## src/rtl/uart_tx_fifo.sv

```systemverilog
// Serial transmitter with an input FIFO. Frame format (data width, parity, stop bits) and
// baud divider are set by parameters. Bits go out LSB-first on a registered line.
module uart_tx_fifo #(
   parameter int unsigned DATA_BITS    = 8,
   parameter int unsigned CLKS_PER_BIT = 16,
   parameter int unsigned PARITY_MODE  = 0,
   parameter int unsigned STOP_BITS    = 1,
   parameter int unsigned FIFO_DEPTH   = 4,
   localparam int unsigned LVL_W       = $clog2(FIFO_DEPTH + 1)
) (
   input  logic                 clk,
   input  logic                 rst_n,
   input  logic                 din_valid,
   input  logic [DATA_BITS-1:0] din_byte,
   output logic                 uart_ready,
   output logic                 ser_out,
   output logic                 tx_busy,
   output logic [LVL_W-1:0]     fifo_level,
   output logic                 tx_ovf
);

   localparam int unsigned PTR_W = $clog2(FIFO_DEPTH);
   localparam int unsigned CNT_W = (CLKS_PER_BIT > 1) ? $clog2(CLKS_PER_BIT) : 1;
   localparam int unsigned BIT_W = $clog2(DATA_BITS + 1);

   typedef enum logic [2:0] {StIdle, StStart, StData, StParity, StStop} state_e;

   state_e               state_q, state_d;
   logic [CNT_W-1:0]     cnt_q, cnt_d;
   logic [BIT_W-1:0]     bcnt_q, bcnt_d;
   logic [DATA_BITS-1:0] shift_q, shift_d;
   logic [DATA_BITS-1:0] word_q, word_d;
   logic                 ser_q, ser_d;
   logic                 ovf_q;
   logic [PTR_W:0]       wr_ptr_q, rd_ptr_q;
   logic [DATA_BITS-1:0] mem [FIFO_DEPTH];

   logic                 full, empty, push, pop, bit_end, par_bit;
   logic [DATA_BITS-1:0] head;

   assign fifo_level = LVL_W'(wr_ptr_q - rd_ptr_q);
   assign full       = (fifo_level == LVL_W'(FIFO_DEPTH));
   assign empty      = (fifo_level == '0);
   // Readiness comes from the pre-pop level, so a full FIFO never takes a push.
   assign uart_ready = ~full;
   assign push       = din_valid & ~full;
   assign head       = mem[rd_ptr_q[PTR_W-1:0]];
   assign bit_end    = (cnt_q == CNT_W'(CLKS_PER_BIT - 1));
   assign par_bit    = (PARITY_MODE == 1) ? ^word_q : ~^word_q;
   assign ser_out    = ser_q;
   assign tx_ovf     = ovf_q;

   always_ff @(posedge clk) begin
      if (push) mem[wr_ptr_q[PTR_W-1:0]] <= din_byte;
   end

   always_ff @(posedge clk or negedge rst_n) begin
      if (!rst_n) begin
         state_q  <= StIdle;
         cnt_q    <= '0;
         bcnt_q   <= '0;
         shift_q  <= '0;
         word_q   <= '0;
         ser_q    <= 1'b1;
         ovf_q    <= 1'b0;
         wr_ptr_q <= '0;
         rd_ptr_q <= '0;
      end else begin
         state_q  <= state_d;
         cnt_q    <= cnt_d;
         bcnt_q   <= bcnt_d;
         shift_q  <= shift_d;
         word_q   <= word_d;
         ser_q    <= ser_d;
         ovf_q    <= din_valid & full;
         if (push) wr_ptr_q <= wr_ptr_q + 1'b1;
         if (pop)  rd_ptr_q <= rd_ptr_q + 1'b1;
      end
   end

   always_comb begin
      state_d = state_q;
      cnt_d   = cnt_q;
      bcnt_d  = bcnt_q;
      shift_d = shift_q;
      word_d  = word_q;
      pop     = 1'b0;
      if (state_q != StIdle) cnt_d = bit_end ? '0 : cnt_q + 1'b1;
      case (state_q)
         StIdle:   pop = ~empty;
         StStart:  if (bit_end) begin
            state_d = StData;
            bcnt_d  = '0;
         end
         StData:   if (bit_end) begin
            shift_d = shift_q >> 1;
            bcnt_d  = bcnt_q + 1'b1;
            if (bcnt_q == BIT_W'(DATA_BITS - 1)) begin
               bcnt_d  = '0;
               state_d = (PARITY_MODE != 0) ? StParity : StStop;
            end
         end
         StParity: if (bit_end) begin
            state_d = StStop;
            bcnt_d  = '0;
         end
         StStop:   if (bit_end) begin
            bcnt_d = bcnt_q + 1'b1;
            if (bcnt_q == BIT_W'(STOP_BITS - 1)) begin
               bcnt_d  = '0;
               state_d = StIdle;
               pop     = ~empty;
            end
         end
         default:  state_d = StIdle;
      endcase
      // A pop always launches a new frame, from idle or straight out of the last stop bit.
      if (pop) begin
         state_d = StStart;
         cnt_d   = '0;
         shift_d = head;
         word_d  = head;
      end
   end

   // Line level is derived from the next state so it changes on the same edge.
   always_comb begin
      ser_d = 1'b1;
      case (state_d)
         StStart:  ser_d = 1'b0;
         StData:   ser_d = shift_d[0];
         StParity: ser_d = par_bit;
         default:  ser_d = 1'b1;
      endcase
   end

   assign tx_busy = (state_q != StIdle);

endmodule

```

## config.mk

```make
export PLATFORM = sky130hd
export DESIGN_NAME = uart_tx_fifo
export DESIGN_NICKNAME = d
export VERILOG_FILES = /design/src/rtl/uart_tx_fifo.sv
export SDC_FILE = /design/constraint.sdc
export NUM_CORES = 1
export LEC_CHECK = 0
export CORE_MARGIN = 2
export CORE_UTILIZATION = 53
export DETAILED_ROUTE_END_ITERATION = 7
export PLACE_DENSITY_LB_ADDON = 0.15
export SYNTH_ARGS = -nofsm -noshare
export SYNTH_HDL_FRONTEND = slang
export SYNTH_SLANG_ARGS = --single-unit
```

## constraint.sdc

```tcl
create_clock -name clk -period 2.42 [get_ports clk]
set_input_delay 0.242 -clock clk [delete_from_list [all_inputs] [get_ports clk]]
set_output_delay 0.242 -clock clk [all_outputs]
set_load 0.02 [all_outputs]
```

Yosys cells after proc, flatten, opt, wreduce, memory -nomap -nowiden
Memories as Yosys holds them, arrays and structs flattened.
Index checks and enable logic that the tools add are counted.

word-level totals
  register bits after elaboration = 35
  bits in writable memories = 32
  input bits = 11
  output and inout port bits = 7
  logic and storage cells = 71
  memories kept = 1

memories
  name  words  width  rd ports  clocked after memory_dff  write ports  line  RTL
  mem   4      8      1         0                         1            36    logic [DATA_BITS-1:0] mem [FIFO_DEPTH];

cells by class
  $add $sub $neg = 5
  equal/unequal tests = 13
  muxes and demuxes = 26
  bitwise gates (word level) = 4
  reduce and logical (&&, ||, !) cells = 12

operators with widths
  kind                                                    count
  two-way mux 4 bit                                       8
  two-way mux 8 bit                                       3
  two-way mux 3 bit                                       7
  one-hot mux 3 bit (5 select lines)                      1
  equality test 3 x 2 -> 1 bit (second input constant)    4
  one-hot mux 4 bit (3 select lines)                      1
  adder 4 x 1 -> 4 bit (second input constant)            2
  XNOR reduction 8 bit                                    1
  adder 3 x 1 -> 3 bit (second input constant)            2
  equality test 3 x 1 -> 1 bit (second input constant)    2
  equality test 3 bit (second input constant)             2
  zero test 3 bit                                         2
  nonzero test 2 bit                                      3
  nonzero test 3 bit                                      2
  equality test 4 x 3 -> 1 bit (second input constant)    1
  equality test 4 bit (second input constant)             1
  zero test 4 bit                                         1
  two-way mux 1 bit                                       4
  inequality test 2 bit (second input constant)           2
  AND reduction 4 bit                                     1
  one-hot mux 1 bit (3 select lines)                      1
  subtractor 3 bit                                        1
  bitwise AND 1 bit                                       2
  inequality test 2 x 1 -> 1 bit (second input constant)  1
  other kinds (4)                                         5

Logic depth before layout (Yosys ltp)
  word-level depth = 9
  gate-level depth with buffers = 9
  mapped depth without buffers = 8

Worst setup path before layout
Ideal clock, no wire load.

  kind = register to register
  start = reg wr_ptr_q[0]
  end = reg wr_ptr_q[2]
  setup time = 0.140 ns
  arrival = 2.465 ns
  required time = 2.280 ns
  path slack = -0.185 ns
  cell stages (with the launch flop) = 9
  clock period less this slack = 2.605 ns
  cell sequence = dfrtp_1 -> inv_1 -> ha_1 -> fa_1 -> xnor2_1 -> xnor2_1 -> a31oi_1 -> and2_1 -> xor2_1

on the way
  word-level cells in the longest chain between the ends = 4
  elaborated cells between the ends (all ways) = 5
  classes of those cells = 2 x add/sub; 1 x eq/ne; 2 x bitwise

RTL lines
  what                    line  RTL
  from (decl)             35    logic [PTR_W:0] wr_ptr_q, rd_ptr_q;
  from (signal assigned)  76    if (push) wr_ptr_q <= wr_ptr_q + 1'b1;
  subtractor 3 bit        41    assign fifo_level = LVL_W'(wr_ptr_q - rd_ptr_q);
  via fifo_level[2]       18    output logic [LVL_W-1:0] fifo_level,
  equality test 3 bit     42    assign full = (fifo_level == LVL_W'(FIFO_DEPTH));
  NOT 1 bit               46    assign push = din_valid & ~full;
  bitwise AND 1 bit       46

The timed path passes the listed nets, and every way through them passes these cells.
A chain may end at the register's enable or synchronous reset.

Worst setup path after layout
  start = reg wr_ptr_q[0]
  end = out fifo_level[2]

on the way
  word-level cells in the longest chain between the ends = 1

RTL lines
  what              line
  subtractor 3 bit  41
  to (decl)         18

No other way between the ends.

==> impl_metrics.csv <==
group,metric,value,unit
critical_path,cp-endpoint,"fifo_level[2]",
final_layout,n_antenna_cell,0,
timing,clock_skew,0.00824,ns
yosys,async_flop_share,52.2,%
timing,slew_headroom,69.0,%
route,wl,4850,um
grt,grt_overflow,0,
pwr,p_sw_share,33.1,%
yosys,ys.flop_type,"dfrtp_1",
floorplanning,die_w,78.7,um
yosys,synth-seq-area-share,62.1,%
grt,grt_pass1_wl,8350,um
final_layout,drive_above_1_share,18.3,%
pwr,p_int,3.19,mW
final_layout,final_common_cell,"dfrtp_1",
floorplanning,dieArea,0.00620,sq mm
yosys,synth_seq_cells,67,
floorplanning,initial_core_util,54.4,%
timing,fin_crit_sh,97.0,%
pwr,leakage,1.50,nW
final_layout,stdcell_area,0.00352,sq mm
timing,rsz0062_at_grt,"yes",
timing,fmax,0.426,GHz
timing,worst_slew_pin_slew,0.465,ns
route,drt_iter0_drc,144,
status,outcome,"finished clean",
critical_path,cp-end-kind,"output port",
yosys,synth_edf_count,32,
clocking,cts-root-buf,"clkbuf_8",
yosys,avgSynthCellArea,13.1,sq um
critical_path,rr_worst_depth,9,
critical_path,rrSetupSlack,0.11,ns
grt,grt_usage,17.9,%
critical_path,crit_type,"flip-flop to output port",
place,portBuffers,17,
grt,grt_antenna_before_repair,0,
clocking,cts_tree,"yes",
critical_path,required,2.18,ns
pwr,seq_power_share,38.0,%
clocking,clk_latency,0.33,ns
place,gp_congestion,0.814,
floorplanning,dieHeight,78.7,um
pwr,clkPwrFrac,23.1,%
pwr,pwr-share-comb,38.9,%
route,firstDrtPassIters,4,
pwr,switching_power,1.58,mW
yosys,synth_cell_types,41,
final_layout,layout_common_cells,"34 x dfrtp_1, 33 x nand2_1, 32 x edfxtp_1",
timing,maxSlewViolCount,0,
route,via_per_inst,5.22,
pwr,p_per_area,1350,mW/mm^2
place,dp_hpwl,3400,um
timing,hold_violations,0,
final_layout,fin_nets,278,
yosys,yosysWarnings,0,
yosys,syn-num-nets,247,
yosys,synth_cells,226,
final_layout,final_util,64.6,%
clocking,tritoncts.num_buffers,9,
critical_path,r2r-start,"wr_ptr_q[0]",
critical_path,worstPathArrival,2.10,ns
floorplanning,ios,18,
route,vias,1744,
final_layout,n_fill_cell,404,
clocking,cts_htree_levels,3,
min_path,min_path_type,"input port to async pin",
yosys,netlist_area,0.00296,sq mm
pwr,peakVddDrop,825,uV
timing,period_needed,2.35,ns
critical_path,startpoint_type,"flip-flop",
route,drc,0,
timing,finalSetupViolations,0,
clocking,path_clk_slew,0.08,ns
critical_path,reg2reg_to,"shift_q[7]",
clocking,cts_sinks,67,
critical_path,cp_max_fo,5,
route,wire_per_inst,14.5,um
place,placed_area,0.00326,sq mm
job,cap_viol_max_count,0,
clocking,cts_buffer_depth,2,
grt,grt_max_degree,36,
floorplanning,core.rowCount,27,
final_layout,area_growth,18.8,%
grt,grt_pass1_vias,1723,
critical_path,cp-startpoint,"wr_ptr_q[0]",
floorplanning,core,0.00544,sq mm
route,ant_nets,0,
sequential cells by signal, indices dropped and copies added, names as in the netlist:
name and flops:
cnt_q 4, word_q 8, mem 32, rd_ptr_q 3, bcnt_q 4, state_q 3, tx_ovf 1, shift_q 8
wr_ptr_q 3, ser_out 1
power by group through the flow:
stage | clock network, mW | logic, mW | registers, mW
global placement | 0 | 1.82 | 1.82
global route | 1.17 | 2.09 | 1.85
finish | 1.10 | 1.85 | 1.81
detailed placement | 0 | 1.85 | 1.83
floorplan | 0 | 1.34 | 1.79
CTS | 1.12 | 1.83 | 1.81
worst max-delay path, stage by stage, from the launching register on:
cell           delay, ns
dfrtp_1             0.34
inv_1               0.06
ha_1                0.20
fa_1                0.37
xnor2_1             0.17
xnor2_2             0.27
dlygate4sd2_1       0.37
layer usage:
layer | vias up | track usage [%] | wire, um
li1 | 864 | - | -
met3 | 6 | 5.23 | 139
met4 | 0 | 6.49 | 63
met5 | - | 0 | 0
met1 | 850 | 24.8 | 2340
met2 | 24 | 27.2 | 2310
kinds of logic (layout without fill, tap and decap cells):
kind of cell             Yosys count  after routing  synth area share [%]
buffers and inverters             19             55                  3.00
AO/OA/AOI/OAI                     32             32                  6.39
AND/OR/NAND/NOR                   68             68                  11.1
adder cells (fa/ha/maj)           10             10                  4.48
multiplexers                      16             16                  8.79
flip-flops                        67             67                  62.1
XOR/XNOR                          14             14                  4.14
cells in the mapped netlist (3+ instances only):
cell	count	share of area (%)
nand3_1	6	1.0
ha_1	9	3.8
buf_2	4	0.68
nor2_1	8	1.0
edfxtp_1	32	32
inv_1	10	1.3
a21oi_1	5	0.85
xnor2_1	12	3.6
and2_1	6	1.3
mux2i_1	8	2.7
dfrtp_1	34	29
nand3b_1	3	0.76
mux4_2	8	6.1
o21ai_0	17	2.9
nand2_1	33	4.2
per-stage QoR:
step / worst slack (ns) / setup TNS [ns] / std cells / total power [mW] / hold slack [ns]
after floorplan: 0.0224 / 0 / 226 / 3.12 / -0.0536
after global placement: 0.0628 / 0 / 317 / 3.65 / 0.482
after detailed placement: 0.0192 / 0 / 317 / 3.68 / 0.484
after CTS: -0.0305 / -0.0305 / 333 / 4.76 / 0.336
after global routing: -0.0437 / -0.223 / 334 / 5.11 / 0.367
final: 0.0734 / 0 / 334 / 4.76 / 0.330
worst min path at each step:
stage	from	to	slack (ns)	depth (start not counted)
2_1_floorplan	rst_n	bcnt_q[0]	-0.05	0
3_3_place_gp	word_q[6]	word_q[6]	0.48	2
3_5_place_dp	word_q[6]	word_q[6]	0.48	2
4_1_cts	rst_n	cnt_q[3]	0.34	2
5_1_grt	rst_n	bcnt_q[3]	0.37	2
6_report	rst_n	cnt_q[3]	0.33	2
what timing repair did:
| action | CTS | global route |
|---|---|---|
| endpoints found under the setup margin | 2 | 27 |
| resized for setup | 2 | 10 |
| buffers inserted | 0 | 1 |
| pin swaps | 0 | 1 |
| hold buffers | 0 | 0 |
final cells by class:
class                      instances  area [sq um]  area share (%)
clock buffer                       9           124            3.52
multi-input combinational        140          1050            30.0
sequential                        67          1840            52.3
tap                               72          90.1            2.56
timing repair buffer              28           253            7.19
clock inverter                     7           116            3.31
inverter                          11          41.3            1.17
Note: power is estimated with default switching activity, not from simulation.
==> patch 1: new RTL, config.mk and constraints unchanged <==
The output `tx_ovf` loses its register stage (`ovf_q` becomes a continuous assignment).
--- a/src/rtl/uart_tx_fifo.sv
+++ b/src/rtl/uart_tx_fifo.sv
@@ -63,5 +63,4 @@
          word_q   <= '0;
          ser_q    <= 1'b1;
-         ovf_q    <= 1'b0;
          wr_ptr_q <= '0;
          rd_ptr_q <= '0;
@@ -73,9 +72,10 @@
          word_q   <= word_d;
          ser_q    <= ser_d;
-         ovf_q    <= din_valid & full;
          if (push) wr_ptr_q <= wr_ptr_q + 1'b1;
          if (pop)  rd_ptr_q <= rd_ptr_q + 1'b1;
       end
    end
+
+   assign ovf_q = din_valid & full;
 
    always_comb begin
Formal check against the unedited RTL: not equivalent (Yosys sat finds a counterexample within 10 cycles, from zero or initial values and one cycle with rst_n low).
==> patch 1 against the original RTL <==
Die area decreased by 0.80%. Worst setup slack improved by 87 ps. Sequential cell count decreased by 1. Routed wire length decreased by 4.0%. Count of clock-buffer cells in the layout unchanged. Clock skew increased by 4.4 ps. Power increased by 1.2%. Final area increased by 0.89%. Combinational power increased by 9%. Non-clock buffer count increased by 3. Area after synthesis decreased by 0.85%. Critical path type is now flop to flop.
==> patch 1: results <==
set metrics [dict create \
    globalplace.congestion 0.844 \
    grt_first_pass_wirelength_um 7740 \
    dpl.hpwl_um 3390 \
    drt_iter0_markers 99 \
    drt-met1-wl_um 2230 \
    post-place-ws_ps 5.42 \
    multi_input_area_share 0.303 \
    grt_max_degree 35 \
    r2r-end "mem[1][7]$_DFFE_PP_" \
    buf_share 0.0854 \
    synth_area_leaders "edfxtp_1 33%, dfrtp_1 28%, mux4_2 6.1%" \
    gr-usage-met3 0.0414 \
    syn_area_per_cell_sq_um 13.0 \
    route.met2.wl_um 2260 \
    reg2reg_depth 9 \
    largest_reg_flops 32 \
    n_all_buffers 31 \
    clock_skew_ps 12.6 \
    power_leakage_nw 1.52 \
    instances_no_fill 336 \
    cp_max_fo 8 \
    grt_use_met1 0.217 \
    slowest_stage "fa_2" \
    synth_seq_area_share 0.618 \
    first_global_vias 1696 \
    drive_gt1_frac 0.208 \
    synthArstFlopShare 0.515 \
    regArea_sq_mm 0.00181 \
    viasPerCell 5.14 \
    grt_use_total 0.165 \
    nNetsFinal 280 \
    ir_drop_mv 0.770 \
    final-clk-cell-share 0.0635 \
    grt_use_met2 0.266 \
    critPathArrivalTime_ps 2310 \
    wirelength_um 4660 \
    dp.cells 320 \
    r2r_slack_ps 160 \
    status "finished clean" \
    wl_met3_um 130 \
    syn_nets 246 \
    synth_seq_cells 66 \
    fill_cells 422 \
]
[patch 1: changes by cell type after synthesis, sizes merged]
cell	unedited run	this run
dfrtp	34	33
[patch 1: cell families after synthesis]
family                   synth area share
XOR/XNOR                           0.0418
flip-flops                          0.618
AND/OR/NAND/NOR                     0.112
multiplexers                       0.0887
buffers and inverters              0.0303
adder cells (fa/ha/maj)            0.0452
AO/OA/AOI/OAI                      0.0644
[patch 1: what timing repair did]
action                     4_1_cts  5_1_grt
gates resized for setup          6       13
setup endpoints to repair        3       37
pin swaps                        0        1
gates cloned                     0        0
[patch 1: worst max-delay path by stage]
stage                                  startpoint                   to  slack (ps)
final                     wr_ptr_q[0]$_DFFE_PN0P_  mem[1][7]$_DFFE_PP_         160
after global routing      wr_ptr_q[0]$_DFFE_PN0P_               tx_ovf          -2
after CTS                 wr_ptr_q[0]$_DFFE_PN0P_        fifo_level[2]           3
after detailed placement  wr_ptr_q[0]$_DFFE_PN0P_               tx_ovf           5
after global placement    wr_ptr_q[0]$_DFFE_PN0P_               tx_ovf          60
after floorplan           wr_ptr_q[0]$_DFFE_PN0P_               tx_ovf         -30
[patch 1: per-stage QoR]
step	setup TNS, ps	util	hold WS [ps]	area [sq um]
6_report	0	0.652	320	3550
5_1_grt	-2.42	0.652	390	3550
4_1_cts	0	0.650	330	3540
3_5_place_dp	0	0.608	488	3300
3_3_place_gp	0	0.608	482	3300
2_1_floorplan	-31.9	-	-53.6	2950
[patch 1: power breakdown]
part / leakage (nW) / total (W) / internal, W / switching (W)
Combinational: 0.696 / 0.00202 / 0.00101 / 0.00101
Clock: 0.106 / 0.00101 / 0.000586 / 0.000423
Sequential: 0.715 / 0.00179 / 0.00158 / 0.000209
Total: 1.52 / 0.00482 / 0.00318 / 0.00164
==> patch 2: new RTL, same settings <==
Without the edit above. The parameter `PARITY_MODE` goes from 0 to 1.
--- a/src/rtl/uart_tx_fifo.sv
+++ b/src/rtl/uart_tx_fifo.sv
@@ -4,5 +4,5 @@
    parameter int unsigned DATA_BITS    = 8,
    parameter int unsigned CLKS_PER_BIT = 16,
-   parameter int unsigned PARITY_MODE  = 0,
+   parameter int unsigned PARITY_MODE  = 1,
    parameter int unsigned STOP_BITS    = 1,
    parameter int unsigned FIFO_DEPTH   = 4,
Check against the original RTL: no difference found for any inputs over 10 cycles, from zero or initial values and one cycle with rst_n low; that may be too few to reach the edited logic, so the function may still have changed.
==> patch 2 against the original RTL <==
Sequential cell count is the same. Area after synthesis grew 0.34%. Global-route usage grew 0.28 points. Final area shrank 0.25%. Power shrank 4.8%. Routed wire length shrank 0.45%. Worst setup slack gained 63 ps. Critical endpoint is now uart_ready. Largest cell class unchanged. Highest routed layer unchanged.
==> patch 2: results <==
set metrics [dict create \
    r2r-end "shift_q[7]$_DFFE_PN0P_" \
    grt_first_pass_wirelength_um 8540 \
    drive_gt1_frac 0.175 \
    start_kind "flop" \
    grt_max_degree 36 \
    clockBufferDepth 2 \
    syn_nets 246 \
    clock_skew_ps 6.83 \
    n_antenna_cell 0 \
    slowest_stage "fa_1" \
    synth_common_cells "34 x dfrtp_1, 32 x edfxtp_1, 32 x nand2_1" \
    largest_reg_flops 32 \
    power_leakage_nw 1.48 \
    cp_max_fo 4 \
    reg2reg_from "wr_ptr_q[0]$_DFFE_PN0P_" \
    status "finished clean" \
    nNetsFinal 284 \
    synth_area_leaders "edfxtp_1 32%, dfrtp_1 29%, mux4_2 6.1%" \
    drc 0 \
    drt_iter0_markers 114 \
    insertion_delay_ps 330 \
    globalplace.congestion 0.772 \
    synth_seq_area_share 0.619 \
    htree_levels 3 \
    first_global_vias 1889 \
    numCtsBuffers 9 \
    cts_root_buf "clkbuf_8" \
    vias 1787 \
    grt_use_total 0.181 \
    dr.pass1.iters 4 \
    critPathArrivalTime_ps 2040 \
    fill_cells 435 \
    slowest_delay_ps 380 \
    ys.flop_type "dfrtp_1" \
    synthArstFlopShare 0.522 \
    ir_drop_mv 0.611 \
    synth_edf_count 32 \
    wirelength_um 4830 \
    antenna_found_initial 0 \
    r2r_slack_ps 160 \
    crit_family "adder cells" \
    yosysWarnings 0 \
    hp-class "input port to asynchronous set/reset pin" \
    worst_pin_slew_ps 438 \
    cts.reportedPaths.clkPinSlew_ps 70 \
    yosysUniqueCellTypes 40 \
    reg2reg_depth 8 \
    portBuffers 17 \
    dpl.hpwl_um 3420 \
]
[patch 2: changes by cell type after synthesis, sizes merged, moves of 2 or more]
cell	change
a21oi	-2
clkbuf	+2
nor3	+2
nand3	+2
o21ai	+2
a21o	+3
buf	-3
xnor2	-2
inv	-2
nand3b	-2
[patch 2: worst max path at each step]
| stage | endpoint | slack [ps] | depth (start not counted) |
|---|---|---|---|
| after CTS | fifo_level[1] | 70 | 5 |
| after global routing | shift_q[7]$_DFFE_PN0P_ | 4 | 7 |
| after detailed placement | shift_q[7]$_DFFE_PN0P_ | 70 | 8 |
| after global placement | mem[3][4]$_DFFE_PP_ | 130 | 7 |
| after floorplan | shift_q[7]$_DFFE_PN0P_ | 9 | 9 |
| final | uart_ready | 140 | 6 |
[patch 2: logic make-up after synthesis]
kind of cell               after synthesis  synth area share
xor gates and xnor gates                14            0.0468
and+or+nand+nor                         70             0.113
adders and majority gates               10            0.0447
buffers and inverters                   16            0.0257
AOI/OAI and AO/OA                       33            0.0662
DFF                                     67             0.619
muxes                                   15            0.0843
[patch 2: power breakdown]
| part | switching [W] | total, W | internal (W) |
|---|---|---|---|
| logic | 0.000977 | 0.00194 | 0.000960 |
| registers | 0.000217 | 0.00182 | 0.00160 |
| clock network | 0.000418 | 0.000784 | 0.000365 |
| total | 0.00161 | 0.00454 | 0.00292 |
[patch 2: layer usage]
metal  vias to the layer above  wire length (um)  track usage
met4                         0                78       0.0776
met1                       870              2240        0.237
met5                         -                 0            0
met2                        26              2390        0.292
met3                         9               125       0.0443
li1                        882                 -            -
[patch 2: area by class of cell]
type | count | area share
repair buffers | 34 | 0.0885
inverters | 9 | 0.00963
clock buffers | 9 | 0.0353
well taps | 72 | 0.0257
clock inverters | 7 | 0.0128
multi-input cells | 142 | 0.304
flip-flops and latches | 67 | 0.524
[patch 2: what timing repair did]
item,4_1_cts,5_1_grt
cloned,0,0
resized for setup,2,4
setup endpoints to repair,2,19
buffers inserted,0,0
pin swaps,0,0
hold buffers,0,0
[patch 2: per-stage QoR]
step	worst slack, ps	total power (W)	hold WS (ps)	cells	area (sq um)
floorplan	8.99	0.00317	-53.6	225	2970
global placement	131	0.00379	473	324	3330
detailed placement	70.2	0.00383	476	324	3330
CTS	65.6	0.00458	324	340	3490
global route	3.52	0.00491	364	340	3510
finish	137	0.00454	311	340	3510
